`config.mk`:
```
export PLATFORM = sky130hd
export DESIGN_NAME = uart_rx_fsm
export DESIGN_NICKNAME = d
export VERILOG_FILES = /design/src/rtl/uart_rx_fsm.sv
export SDC_FILE = /design/constraint.sdc
export NUM_CORES = 1
export LEC_CHECK = 0
export CAP_MARGIN = 30
export CORE_ASPECT_RATIO = 0.8
export CORE_UTILIZATION = 25
export CTS_BUF_LIST = sky130_fd_sc_hd__clkbuf_16
export CTS_CLUSTER_DIAMETER = 80
export CTS_CLUSTER_SIZE = 12
export DETAILED_ROUTE_END_ITERATION = 16
export HOLD_SLACK_MARGIN = 0.15
export PLACE_DENSITY_LB_ADDON = 0.1
export SLEW_MARGIN = 20
export SYNTH_ARGS = -nofsm -noshare
export SYNTH_HDL_FRONTEND = slang
export SYNTH_SLANG_ARGS = --single-unit
export TNS_END_PERCENT = 5
```
`constraint.sdc`:
```
create_clock -name clk -period 5.58 [get_ports clk]
set_clock_uncertainty 0.05 [all_clocks]
set_input_delay 1.395 -clock clk [delete_from_list [all_inputs] [get_ports clk]]
set_output_delay 1.395 -clock clk [all_outputs]
set_load 0.1 [all_outputs]
```
`src/rtl/uart_rx_fsm.sv`:
```
// UART RX frame controller: start detection, edge/bit counting, checker strobes, data_valid.
// Optional UART_RX_ERR_CNT_EN adds err_cnt, a saturating count of bad or aborted frames.
module uart_rx_fsm #(
    parameter int unsigned DATA_WIDTH = 8,
    parameter int unsigned PRESCALE_W = 6
) (
    input  logic                  clk,
    input  logic                  rst,
    input  logic                  serial_in,
    input  logic [PRESCALE_W-1:0] prescale,
    input  logic                  par_en,
    input  logic                  start_glitch,
    input  logic                  parity_error,
    input  logic                  stop_error,
    output logic                  rx_check_en,
    output logic                  data_sample_en,
    output logic                  start_check_en,
    output logic                  deser_en,
    output logic                  par_check_en,
    output logic                  stop_check_en,
    output logic                  data_valid,
`ifdef UART_RX_ERR_CNT_EN
    output logic [7:0]            err_cnt,
`endif
    output logic [PRESCALE_W-1:0] edge_cnt,
    output logic [3:0]            bit_cnt
);

    typedef enum logic [2:0] {
        StIdle,
        StStart,
        StData,
        StParity,
        StStop,
        StDone
    } state_e;

    state_e                  state_q, state_d;
    logic [PRESCALE_W-1:0]   edge_q, edge_d;
    logic [3:0]              bit_q, bit_d;
    logic [PRESCALE_W-1:0]   chk_val, end_val;
    logic                    at_chk, at_end, in_frame, last_bit;

    // Sample point sits after the 3-sample majority window.
    assign chk_val  = (prescale >> 1) + PRESCALE_W'(2);
    assign end_val  = prescale - PRESCALE_W'(1);
    assign at_chk   = (edge_q == chk_val);
    assign at_end   = (edge_q == end_val);
    assign last_bit = (bit_q == 4'(DATA_WIDTH - 1));
    assign in_frame = (state_q == StStart) || (state_q == StData) ||
                      (state_q == StParity) || (state_q == StStop);

    always_ff @(posedge clk or negedge rst) begin
        if (!rst) begin
            state_q <= StIdle;
            edge_q  <= '0;
            bit_q   <= '0;
        end else begin
            state_q <= state_d;
            edge_q  <= edge_d;
            bit_q   <= bit_d;
        end
    end

    always_comb begin
        state_d = state_q;
        edge_d  = '0;
        bit_d   = '0;
        if (in_frame) begin
            edge_d = at_end ? '0 : edge_q + PRESCALE_W'(1);
        end
        unique case (state_q)
            StIdle: begin
                if (!serial_in) state_d = StStart;
            end
            StStart: begin
                if (at_end) state_d = start_glitch ? StIdle : StData;
            end
            StData: begin
                bit_d = bit_q;
                if (at_end) begin
                    if (last_bit) begin
                        bit_d   = '0;
                        state_d = par_en ? StParity : StStop;
                    end else begin
                        bit_d = bit_q + 4'd1;
                    end
                end
            end
            StParity: begin
                if (at_end) state_d = StStop;
            end
            StStop: begin
                // Leave half a bit early so a back-to-back start edge is not missed;
                // DONE occupies the CHK+1 slot, when the stop flag has just registered.
                if (at_chk) begin
                    state_d = StDone;
                    edge_d  = '0;
                end
            end
            StDone: begin
                state_d = serial_in ? StIdle : StStart;
            end
            default: state_d = StIdle;
        endcase
    end

    assign rx_check_en    = (state_q == StStart) && (edge_q == '0);
    assign data_sample_en = in_frame;
    assign start_check_en = (state_q == StStart) && at_chk;
    assign deser_en       = (state_q == StData) && at_chk;
    assign par_check_en   = (state_q == StParity) && at_chk;
    assign stop_check_en  = (state_q == StStop) && at_chk;
    assign data_valid     = (state_q == StDone) && !parity_error && !stop_error;
    assign edge_cnt       = edge_q;
    assign bit_cnt        = bit_q;

`ifdef UART_RX_ERR_CNT_EN
    logic [7:0] err_cnt_q;
    logic       err_evt;

    assign err_evt = ((state_q == StDone) && (parity_error || stop_error)) ||
                     ((state_q == StStart) && at_end && start_glitch);

    always_ff @(posedge clk or negedge rst) begin
        if (!rst) begin
            err_cnt_q <= '0;
        end else if (err_evt && (err_cnt_q != 8'hFF)) begin
            err_cnt_q <= err_cnt_q + 8'd1;
        end
    end

    assign err_cnt = err_cnt_q;
`endif

endmodule
```
==> qor.log <==
INFO  detailed_routing first_pass_iters=4
INFO  yosys          ys_top_cells_by_count=17 x nor2_1, 14 x xnor2_1, 13 x dfrtp_1, 10 x inv_1, 8 x a21oi_1
INFO  yosys          synth_seq_cells=13
INFO  layout         layout-area-overhead-vs-synth=39.5%
INFO  sta            slew-limit-headroom=34.6%
INFO  cts            cts_tree=yes
INFO  detailed_routing drt_drc=0
INFO  min_path       hold_path_class=reg -> reg
INFO  place          place.port_buffers=29
INFO  yosys          fraction_of_the_yosys_area_taken_by_sequential_cells=28.2%
INFO  yosys          post-synth-top-count-cell=nor2_1
INFO  cts            clock_tree.htree_level_count=1
INFO  yosys          synth_top_family_by_area=simple AND/OR/NAND/NOR gates
INFO  cts            cts.reportedPaths.clkPinSlew=50ps
INFO  power          vdd.ir_drop.worst=249uV
INFO  layout         finalNetCount=182
INFO  run_status     outcome=complete, no violations
INFO  floorplanning  initial_utilization=26.8%
INFO  cts            holdBufCountCts=0
INFO  yosys          syn_inst=135
INFO  floorplanning  io_pins=30
INFO  job            max_cap_violations=0
INFO  layout         antenna_diodes=0
INFO  yosys          synthSimpleGateAreaFrac=23.0%
INFO  setup_path     crit_arrival=3850ps
INFO  setup_path     critPathCaptureType=output pin
INFO  setup_path     setup.worst_path.class=in -> out
INFO  cts            ctsLongestPathBuffers=2
INFO  place          gpl.final_weighted_congestion=0.723
INFO  sta            tightestPinTransition=978ps
INFO  sta            slew_viol_final=0
INFO  global_route   antenna_found_initial=0
INFO  yosys          synthArstFlopShare=100%
INFO  yosys          synth.avg_cell_area=8.55squm
INFO  sta            min_period_over_period=95.0%
INFO  cts            cts_inserted_buffers=3
INFO  floorplanning  die_y=62.8um
INFO  layout         share_of_post_route_cells_with_drive_strength_above_1=8.70%
INFO  setup_path     critPathLaunchType=primary input
INFO  detailed_routing avgViaCountPerCell=4.84
INFO  cts            ctsResizeCount=0
INFO  detailed_routing drt-initial-drc-count=71
INFO  yosys          ys.warnings.count=0
INFO  floorplanning  core.rowCount=21
INFO  sta            finalCriticalPeriod=5300ps
INFO  global_route   grt-ovfl-total=0
INFO  detailed_routing drt_wl_total=3190um
INFO  global_route   first_global_vias=1,052
INFO  yosys          adder_cell_fraction_of_synth_area=7.58%
INFO  detailed_routing drt.antenna.violating_nets=0
INFO  cts            root_buffer=clkbuf_16
INFO  sta            finalHoldViolCount=0
INFO  yosys          yosysTopAreaCellShare=28.2%
INFO  yosys          synth-xor-area-share=16.6%
INFO  yosys          yosys_most_used_dff=dfrtp_1
INFO  global_route   grtUsageTotal=13.6%
INFO  sta            max_freq=189MHz
INFO  sta            setup_viol_count_final=0
INFO  place          detailed_place_hpwl=2390um
INFO  cts            cts_num_sinks=13
INFO  yosys          netlist_top_cells_area=dfrtp_1 28%, xnor2_1 11%, ha_1 7.6%
INFO  sta            setup_repair_after_global_routing_missed_its_margin=no
INFO  yosys          yosysUniqueCellTypes=39
INFO  detailed_routing route.vias.total=1,056
INFO  power          p_leak=0.000623uW
INFO  setup_path     critPathRequiredTime=4140ps
INFO  floorplanning  dieArea=4900squm
INFO  yosys          synth_compound_gate_area_share=19.0%
INFO  global_route   largest_net_degree_at_the_start_of_global_routing=15
INFO  yosys          yosys-mux-area-fraction=0%
INFO  cts            insertion_delay=250ps
INFO  place          place_area=1530squm
INFO  floorplanning  die_w=78.0um
INFO  yosys          synth-edff-count=0
INFO  power          power-per-cell-area=422nW/um^2
INFO  yosys          synthesis.area=1150squm
INFO  sta            finalSetupTns=0ps
INFO  yosys          mappedNetlistNets=155
INFO  cts            postCtsSetupRepairBufs=0
INFO  setup_path     critical_path.max_fanout=6
INFO  setup_path     r2r_setup_slack=3260ps
INFO  layout         layout.cell_area.non_filler=1610squm
INFO  global_route   grt_first_pass_wirelength=5090um
INFO  detailed_routing routedWlPerCell=14.6um
INFO  floorplanning  core-area=4310squm
INFO  yosys          synth_top_area_cell=dfrtp_1
-- worst max-delay path, stage by stage --
cell             delay, ps
clkdlybuf4s50_1        600
inv_1                  100
ha_1                   310
xnor2_1                180
o2111ai_1              170
a2111oi_0              600
and3_1                 310
buf_12                 180
-- path summary, 6_finish.rpt --
kind	start	to	depth (start not counted)
worst max-delay path	prescale[2]	par_check_en	8
worst min-delay path	bit_cnt[3]	bit_cnt[3]	2
worst max register to register	edge_cnt[5]	edge_cnt[2]	5
worst min register to register	bit_cnt[3]	bit_cnt[3]	2
max in group asynchronous	rst	edge_cnt[1]	1
min in group asynchronous	rst	bit_cnt[3]	1
-- power breakdown --
part | switching [uW] | total, uW | internal (uW)
registers | 48.2 | 164 | 116
clock network | 45.1 | 141 | 95.8
logic | 259 | 375 | 116
total | 352 | 679 | 328
-- sequential cells by signal, indices dropped and copies added, names as in the netlist --
| register | count |
|---|---|
| edge_cnt | 6 |
| bit_cnt | 4 |
| state_q | 3 |
-- through the flow --
step	utilization (%)	cells	setup WS, ps	hold slack, ps	total power, uW
after floorplan	-	135	-344	586	448
after global placement	35.5	214	412	527	538
after detailed placement	35.5	214	340	529	542
after CTS	37.4	218	330	539	685
after global routing	37.4	218	73.1	577	719
final	37.4	218	281	530	679
-- cell families after synthesis --
logic type               count (synthesis)
AND/OR/NAND/NOR                         48
AO/OA/AOI/OAI                           29
buffers and inverters                   17
adder cells (fa/ha/maj)                  7
flip-flops                              13
XOR/XNOR                                21
-- area by class of cell --
class | count | area (sq um)
tap | 57 | 71.3
inverter | 10 | 37.5
timing repair buffer | 29 | 328
sequential | 13 | 325
clock inverter | 1 | 5.00
clock buffer | 3 | 75.1
fill | 455 | 2700
multi-input combinational | 105 | 769
-- cells in the final DEF (no fill, tap or decap), types with 2 or more instances in the layout --
master           synthesis  layout
clkdlybuf4s50_1          0      24
o21ai_0                  4       4
nor2_1                  17      17
buf_12                   0       4
nor3_1                   3       3
nand4b_1                 2       2
nand2b_1                 4       4
a211oi_1                 2       2
o31ai_1                  3       3
xnor2_1                 14      14
or3_4                    2       2
ha_1                     7       7
dfrtp_1                 13      13
a21oi_1                  8       8
o2111ai_1                2       2
nand2_1                  4       4
clkbuf_16                0       3
or4_1                    2       2
xor2_1                   6       6
and3_1                   2       2
inv_1                   10      10
nand3_1                  5       5
-- layer usage --
layer  vias up  wire, um  track usage [%]
met5         -         0                0
met2        28      1490             20.7
met1       501      1490             18.6
met4         0        19             3.47
met3         2       188             4.09
li1        525         -                -
(Power assumes the default switching activity.)
